### config.mk
export PLATFORM = sky130hd
export DESIGN_NAME = ps2_host_tx_flat
export DESIGN_NICKNAME = d
export VERILOG_FILES = /design/src/rtl/ps2_host_tx_if.sv /design/src/rtl/ps2_host_tx.sv /design/src/flat_wrapper.sv
export SDC_FILE = /design/constraint.sdc
export NUM_CORES = 1
export LEC_CHECK = 0
export CAP_MARGIN = 30
export CORE_MARGIN = 2
export CORE_UTILIZATION = 63
export CTS_BUF_LIST = sky130_fd_sc_hd__clkbuf_16
export CTS_CLUSTER_DIAMETER = 200
export DETAILED_ROUTE_END_ITERATION = 12
export GPL_TIMING_DRIVEN = 0
export PLACE_DENSITY = 0.93
export SYNTH_ARGS = -nofsm -noshare
export SYNTH_HDL_FRONTEND = slang
export SYNTH_SLANG_ARGS = --single-unit
### constraint.sdc
create_clock -name clk_i -period 3.9 [get_ports clk_i]
set_input_delay 0.39 -clock clk_i [delete_from_list [all_inputs] [get_ports clk_i]]
set_output_delay 0.39 -clock clk_i [all_outputs]
set_load 0.03 [all_outputs]
### src/rtl/ps2_host_tx_if.sv
// Command/status bundle between a PS/2 command source and ps2_host_tx.
// The master side issues bytes; the slave side reports handshake and completion.
interface ps2_host_tx_if;
    logic       cmd_valid;
    logic [7:0] cmd_data;
    logic       cmd_ready;
    logic       busy;
    logic       done;
    logic       ack_ok;
    logic       timeout;

    modport master (
        output cmd_valid,
        output cmd_data,
        input  cmd_ready,
        input  busy,
        input  done,
        input  ack_ok,
        input  timeout
    );

    modport slave (
        input  cmd_valid,
        input  cmd_data,
        output cmd_ready,
        output busy,
        output done,
        output ack_ok,
        output timeout
    );
endinterface

### src/rtl/ps2_host_tx.sv
// Host-to-device PS/2 byte transmitter: clock inhibit, request-to-send,
// device-clocked shift of data/parity/stop, then ack check.
module ps2_host_tx #(
    parameter int unsigned INHIBIT_CYCLES = 10_000,
    parameter int unsigned TIMEOUT_CYCLES = 2_000_000,
    parameter int unsigned FILTER_LEN     = 4
) (
    input  logic         clk_i,
    input  logic         rst_ni,
    ps2_host_tx_if.slave cmd,
    input  logic         ps2_clk_i,
    input  logic         ps2_data_i,
    output logic         ps2_clk_oe_o,
    output logic         ps2_data_oe_o
);

    localparam int unsigned InhW  = $clog2(INHIBIT_CYCLES + 1);
    localparam int unsigned ToW   = $clog2(TIMEOUT_CYCLES + 1);
    localparam int unsigned FiltW = $clog2(FILTER_LEN + 1);

    typedef enum logic [2:0] {
        StIdle,
        StInhibit,
        StReq,
        StShift,
        StAck,
        StWaitIdle
    } state_e;

    state_e state_q, state_d;

    logic             clk_meta_q, clk_sync_q, data_meta_q, data_sync_q;
    logic             clk_filt_q, clk_filt_d;
    logic [FiltW-1:0] filt_cnt_q, filt_cnt_d;
    logic             fall_q, fall_d;

    logic [InhW-1:0]  inh_cnt_q, inh_cnt_d;
    logic [ToW-1:0]   to_cnt_q, to_cnt_d;
    logic [3:0]       bit_cnt_q, bit_cnt_d;
    logic [8:0]       frame_q, frame_d;
    logic             ack_q, ack_d;
    logic             shift_oe;

    logic             done_q, done_d;
    logic             ack_ok_q, ack_ok_d;
    logic             timeout_q, timeout_d;
    logic             clk_oe_q, clk_oe_d;
    logic             data_oe_q, data_oe_d;

    // Idle lines float high, so synchronizers and filter reset to 1.
    always_ff @(posedge clk_i or negedge rst_ni) begin
        if (!rst_ni) begin
            clk_meta_q  <= 1'b1;
            clk_sync_q  <= 1'b1;
            data_meta_q <= 1'b1;
            data_sync_q <= 1'b1;
            clk_filt_q  <= 1'b1;
            filt_cnt_q  <= '0;
            fall_q      <= 1'b0;
        end else begin
            clk_meta_q  <= ps2_clk_i;
            clk_sync_q  <= clk_meta_q;
            data_meta_q <= ps2_data_i;
            data_sync_q <= data_meta_q;
            clk_filt_q  <= clk_filt_d;
            filt_cnt_q  <= filt_cnt_d;
            fall_q      <= fall_d;
        end
    end

    // Filtered level flips on the FILTER_LEN-th consecutive differing sample.
    always_comb begin
        filt_cnt_d = '0;
        clk_filt_d = clk_filt_q;
        if (clk_sync_q != clk_filt_q) begin
            if (filt_cnt_q == FiltW'(FILTER_LEN - 1)) begin
                clk_filt_d = clk_sync_q;
            end else begin
                filt_cnt_d = filt_cnt_q + 1'b1;
            end
        end
    end

    assign fall_d = clk_filt_q & ~clk_filt_d;

    always_comb begin
        state_d   = state_q;
        inh_cnt_d = '0;
        to_cnt_d  = '0;
        bit_cnt_d = bit_cnt_q;
        frame_d   = frame_q;
        ack_d     = ack_q;
        done_d    = 1'b0;
        ack_ok_d  = ack_ok_q;
        timeout_d = timeout_q;
        shift_oe  = data_oe_q;

        unique case (state_q)
            StIdle: begin
                bit_cnt_d = '0;
                if (cmd.cmd_valid) begin
                    frame_d = {~^cmd.cmd_data, cmd.cmd_data};
                    state_d = StInhibit;
                end
            end
            StInhibit: begin
                inh_cnt_d = inh_cnt_q + 1'b1;
                if (inh_cnt_q == InhW'(INHIBIT_CYCLES - 1)) begin
                    state_d = StReq;
                end
            end
            StReq: begin
                to_cnt_d = to_cnt_q + 1'b1;
                state_d  = StShift;
            end
            StShift: begin
                to_cnt_d = to_cnt_q + 1'b1;
                if (fall_q) begin
                    // Shifting in ones makes the tenth strobe present the stop bit.
                    shift_oe  = ~frame_q[0];
                    frame_d   = {1'b1, frame_q[8:1]};
                    bit_cnt_d = bit_cnt_q + 1'b1;
                    if (bit_cnt_q == 4'd9) begin
                        state_d = StAck;
                    end
                end
            end
            StAck: begin
                to_cnt_d = to_cnt_q + 1'b1;
                if (fall_q) begin
                    ack_d   = ~data_sync_q;
                    state_d = StWaitIdle;
                end
            end
            StWaitIdle: begin
                if (clk_filt_q && data_sync_q) begin
                    state_d   = StIdle;
                    done_d    = 1'b1;
                    ack_ok_d  = ack_q;
                    timeout_d = 1'b0;
                end
            end
            default: state_d = StIdle;
        endcase

        if ((state_q == StReq || state_q == StShift || state_q == StAck) &&
            to_cnt_q == ToW'(TIMEOUT_CYCLES - 1)) begin
            state_d   = StIdle;
            done_d    = 1'b1;
            ack_ok_d  = 1'b0;
            timeout_d = 1'b1;
        end
    end

    // Line drives are registered from the next state so they track state_q glitch-free.
    always_comb begin
        clk_oe_d = (state_d == StInhibit) || (state_d == StReq);
        unique case (state_d)
            StReq:   data_oe_d = 1'b1;
            StShift: data_oe_d = shift_oe;
            default: data_oe_d = 1'b0;
        endcase
    end

    always_ff @(posedge clk_i or negedge rst_ni) begin
        if (!rst_ni) begin
            state_q   <= StIdle;
            inh_cnt_q <= '0;
            to_cnt_q  <= '0;
            bit_cnt_q <= '0;
            frame_q   <= '0;
            ack_q     <= 1'b0;
            done_q    <= 1'b0;
            ack_ok_q  <= 1'b0;
            timeout_q <= 1'b0;
            clk_oe_q  <= 1'b0;
            data_oe_q <= 1'b0;
        end else begin
            state_q   <= state_d;
            inh_cnt_q <= inh_cnt_d;
            to_cnt_q  <= to_cnt_d;
            bit_cnt_q <= bit_cnt_d;
            frame_q   <= frame_d;
            ack_q     <= ack_d;
            done_q    <= done_d;
            ack_ok_q  <= ack_ok_d;
            timeout_q <= timeout_d;
            clk_oe_q  <= clk_oe_d;
            data_oe_q <= data_oe_d;
        end
    end

    assign cmd.cmd_ready  = (state_q == StIdle);
    assign cmd.busy       = (state_q != StIdle);
    assign cmd.done       = done_q;
    assign cmd.ack_ok     = ack_ok_q;
    assign cmd.timeout    = timeout_q;
    assign ps2_clk_oe_o   = clk_oe_q;
    assign ps2_data_oe_o  = data_oe_q;

endmodule

### src/flat_wrapper.sv
// flat-port wrapper written by rule: the top's interface ports become plain ports
module ps2_host_tx_flat 
#(
    parameter int unsigned INHIBIT_CYCLES = 10_000,
    parameter int unsigned TIMEOUT_CYCLES = 2_000_000,
    parameter int unsigned FILTER_LEN     = 4
)
  (clk_i, rst_ni, ps2_clk_i, ps2_data_i, ps2_clk_oe_o, ps2_data_oe_o, cmd_cmd_valid, cmd_cmd_data, cmd_cmd_ready, cmd_busy, cmd_done, cmd_ack_ok, cmd_timeout);
  ps2_host_tx_if cmd_i ();
  input  logic clk_i;
  input  logic rst_ni;
  input  logic ps2_clk_i;
  input  logic ps2_data_i;
  output logic ps2_clk_oe_o;
  output logic ps2_data_oe_o;
  input wire logic [$bits(cmd_i.cmd_valid)-1:0] cmd_cmd_valid;
  input wire logic [$bits(cmd_i.cmd_data)-1:0] cmd_cmd_data;
  output wire logic [$bits(cmd_i.cmd_ready)-1:0] cmd_cmd_ready;
  output wire logic [$bits(cmd_i.busy)-1:0] cmd_busy;
  output wire logic [$bits(cmd_i.done)-1:0] cmd_done;
  output wire logic [$bits(cmd_i.ack_ok)-1:0] cmd_ack_ok;
  output wire logic [$bits(cmd_i.timeout)-1:0] cmd_timeout;
  assign cmd_i.cmd_valid = cmd_cmd_valid;
  assign cmd_i.cmd_data = cmd_cmd_data;
  assign cmd_cmd_ready = cmd_i.cmd_ready;
  assign cmd_busy = cmd_i.busy;
  assign cmd_done = cmd_i.done;
  assign cmd_ack_ok = cmd_i.ack_ok;
  assign cmd_timeout = cmd_i.timeout;
  ps2_host_tx #(.INHIBIT_CYCLES(INHIBIT_CYCLES), .TIMEOUT_CYCLES(TIMEOUT_CYCLES), .FILTER_LEN(FILTER_LEN)) u_core (.clk_i(clk_i), .rst_ni(rst_ni), .cmd(cmd_i), .ps2_clk_i(ps2_clk_i), .ps2_data_i(ps2_data_i), .ps2_clk_oe_o(ps2_clk_oe_o), .ps2_data_oe_o(ps2_data_oe_o));
endmodule
==> qor.yml <==
floorplanning:
  fp-row-count: 25
  io_pins: 20
  die_area_um2: 5610
  fp.dieW_um: 74.9
  start_util_pct: 66.1
  core-area_um2: 4790
  die_h_um: 74.9
clocking:
  cts.repair.resized: 0
  cts.sinks: 66
  clock_path_buffers: 2
  holdBufCountCts: 0
  post_cts_buffers: 0
  clockRootBuffer: "clkbuf_16"
  cts_buffers: 9
  worst_skew_pair.late_latency_ns: 0.33
  clk_pin_slew_ns: 0.06
  h-tree-depth: 3
  cts_tree: "built"
synth:
  synth_ff_type: "dfrtp_1"
  ys_ff_latch: 66
  async_flop_share_pct: 100
  syn-cell-area_um2: 3160
  synth_compound_area_share_pct: 8.07
  yosys_warnings: 0
  synth_top_family_by_area: "simple AND/OR/NAND/NOR gates"
  syn_inst: 303
  synth_edf_count: 0
  avgSynthCellArea_um2: 10.4
  syn-num-nets: 321
  muxShareOfSynthArea_pct: 3.20
  synthAdderAreaFrac_pct: 1.98
  ys_types: 47
  synth-simple-area-share_pct: 24.4
  seq_area_frac_synth_pct: 52.4
  synth_xor_area_share_pct: 8.58
timing:
  finalSetupViolations: 0
  period_share_pct: 62.4
  rsz0062_at_grt: "false"
  tns_ns: 0
  fin_ws_ns: 1.47
  hold_viol: 0
  max_freq_mhz: 411
  slew_viol_final: 0
  maxSlewHeadroom_pct: 47.2
  period_needed_ns: 2.43
  worst_pin_slew_ns: 0.792
  finClkSkew_ns: 0.00975
worst_setup_path:
  timing.rr.end: "u_core.to_cnt_q[9]$_DFF_PN0_"
  reg2reg_slack_ns: 1.91
  cp.arrival_ns: 2.04
  startpoint_type: "flip-flop"
  r2r_start: "u_core.state_q[2]$_DFF_PN0_"
  reg2regPathDepth: 5
  critPathCaptureType: "output port"
  crit_type: "reg -> out"
  cp_data_required_time_ns: 3.51
  crit_fanout: 8
placed_design:
  port_buffers: 19
  pre_cts_ws_ns: 1.84
  place.detailed.hpwl_um: 4170
  place.gp.congestion: 0.896
routing:
  via_per_inst: 5.91
  vias: 2393
  drt-total-wl_um: 6220
  wl_per_cell_um: 15.4
  ant_nets: 0
  drc: 0
  drtIter0Drc: 177
  firstDrtPassIters: 4
grt:
  grt_max_degree: 67
  grt.overflow.total: 0
  grt_antenna_before_repair: 0
  globalRouteTotalUtil_pct: 25.5
  grt_pass1_vias: 2368
  use_met3_pct: 4.82
  use_met1_pct: 33.0
  grt_pass1_wl_um: 10700
  grt_busiest_layer: "met2"
  met2_usage_pct: 40.4
min_path:
  worstHoldPathType: "in -> async"
flow_run:
  drv_cap: 0
power:
  intPower_mw: 1.23
  p_per_area_nw_per_um2: 416
  combPwrFrac_pct: 4.9
  seqPwrFrac_pct: 46.5
  swShare_pct: 20.5
  p_leak_nw: 1.64
  power_frac_clock_pct: 48.6
  switchingPower_uw: 317
  peakVddDrop_mv: 0.351
final_layout:
  drive_gt1_share_pct: 7.69
  antenna_cells: 0
  finalNetCount: 351
  syn2layout_area_growth_pct: 17.4
  num-fill-cells: 301
outcome:
  outcome: "finished, final reports clean"
-- power groups by stage --
stage / Combinational (mW) / Sequential (mW) / Clock [mW]
6_report: 0.0762 / 0.718 / 0.751
5_1_grt: 0.0868 / 0.721 / 0.790
4_1_cts: 0.0781 / 0.718 / 0.763
3_5_place_dp: 0.0775 / 0.730 / 0
3_3_place_gp: 0.0755 / 0.729 / 0
2_1_floorplan: 0.0442 / 0.727 / 0
-- how the worst max path moves through the flow --
stage	startpoint	endpoint	depth (start not counted)
after CTS	u_core.state_q[2]$_DFF_PN0_	cmd_cmd_ready	3
after detailed placement	u_core.state_q[2]$_DFF_PN0_	cmd_cmd_ready	3
after global routing	u_core.state_q[2]$_DFF_PN0_	cmd_cmd_ready	3
after floorplan	u_core.state_q[2]$_DFF_PN0_	u_core.frame_q[0]$_DFFE_PN0P_	6
final	u_core.state_q[2]$_DFF_PN0_	cmd_cmd_ready	3
after global placement	rst_ni	u_core.filt_cnt_q[0]$_DFF_PN0_	1
-- registers in the layout, indices dropped and copies added (netlist names), 3 cells and up --
| register | count |
|---|---|
| u_core.bit_cnt_q | 4 |
| u_core.filt_cnt_q | 3 |
| u_core.frame_q | 9 |
| u_core.inh_cnt_q | 14 |
| u_core.state_q | 3 |
| u_core.to_cnt_q | 21 |
-- synthesized netlist by cell type, drive strengths merged, types with 4 or more instances --
library cell  number  area (µm²)
dfrtp             61        1530
nor2              29         109
nand2             26        97.6
o21ai             20         100
nand3             18        90.1
xor2              18         158
nand4             14         103
xnor2             13         114
a21oi             10        50.1
mux2i              9        90.1
or3                9        56.3
and4               6        53.8
and2               5        31.3
dfstp              5         131
ha                 5        62.6
nor3               5        25.0
clkbuf             4        15.0
inv                4        15.0
nand2b             4        25.0
nor2b              4        25.0
or4                4        30.0
-- area by class of cell --
cell class / count / area (µm²) / area share (%)
plain buffers: 7 / 28.8 / 0.774
clock buffers: 9 / 225 / 6.06
clock inverters: 7 / 55.1 / 1.48
inverters: 4 / 15.0 / 0.404
multi-input cells: 226 / 1460 / 39.4
flip-flops and latches: 66 / 1660 / 44.6
well taps: 67 / 83.8 / 2.26
repair buffers: 19 / 188 / 5.05
-- cells in the final DEF (no fill, tap or decap), types with 9 or more instances in the layout --
cell,n
a21oi_1,10
clkbuf_16,9
clkdlybuf4s50_1,18
dfrtp_1,61
mux2i_1,9
nand2_1,26
nand3_1,18
nand4_1,13
nor2_1,29
o21ai_0,9
o21ai_1,11
or3_1,9
xnor2_1,13
xor2_1,18
-- critical path, stage by stage, from the launching register on --
cell	delay, ns
dfrtp_1	0.44
or3_1	0.49
inv_2	0.12
clkdlybuf4s50_1	0.67
-- per-stage QoR --
stage / std cells / power, mW / instance area [µm²] / hold slack (ns) / util, %
2_1_floorplan: 303 / 0.771 / 3160 / 0.0944 / -
3_3_place_gp: 389 / 0.804 / 3440 / 0.346 / 71.8
3_5_place_dp: 389 / 0.807 / 3440 / 0.347 / 71.8
4_1_cts: 405 / 1.56 / 3720 / 0.186 / 77.6
5_1_grt: 405 / 1.60 / 3720 / 0.232 / 77.6
6_report: 405 / 1.55 / 3720 / 0.165 / 77.6
-- cell families after synthesis --
family | count (synthesis)
DFF | 66
muxes | 10
adders and majority gates | 5
and+or+nand+nor | 138
AOI/OAI and AO/OA | 42
buffers and inverters | 11
xor gates and xnor gates | 31
-- routing by layer --
| metal | share of wire, % | wire, µm |
|---|---|---|
| met1 | 45 | 2790 |
| met2 | 49 | 3080 |
| met3 | 3.8 | 236 |
| met4 | 1.8 | 114 |
| met5 | 0 | 0 |
Power figures use the tool's default switching activity.
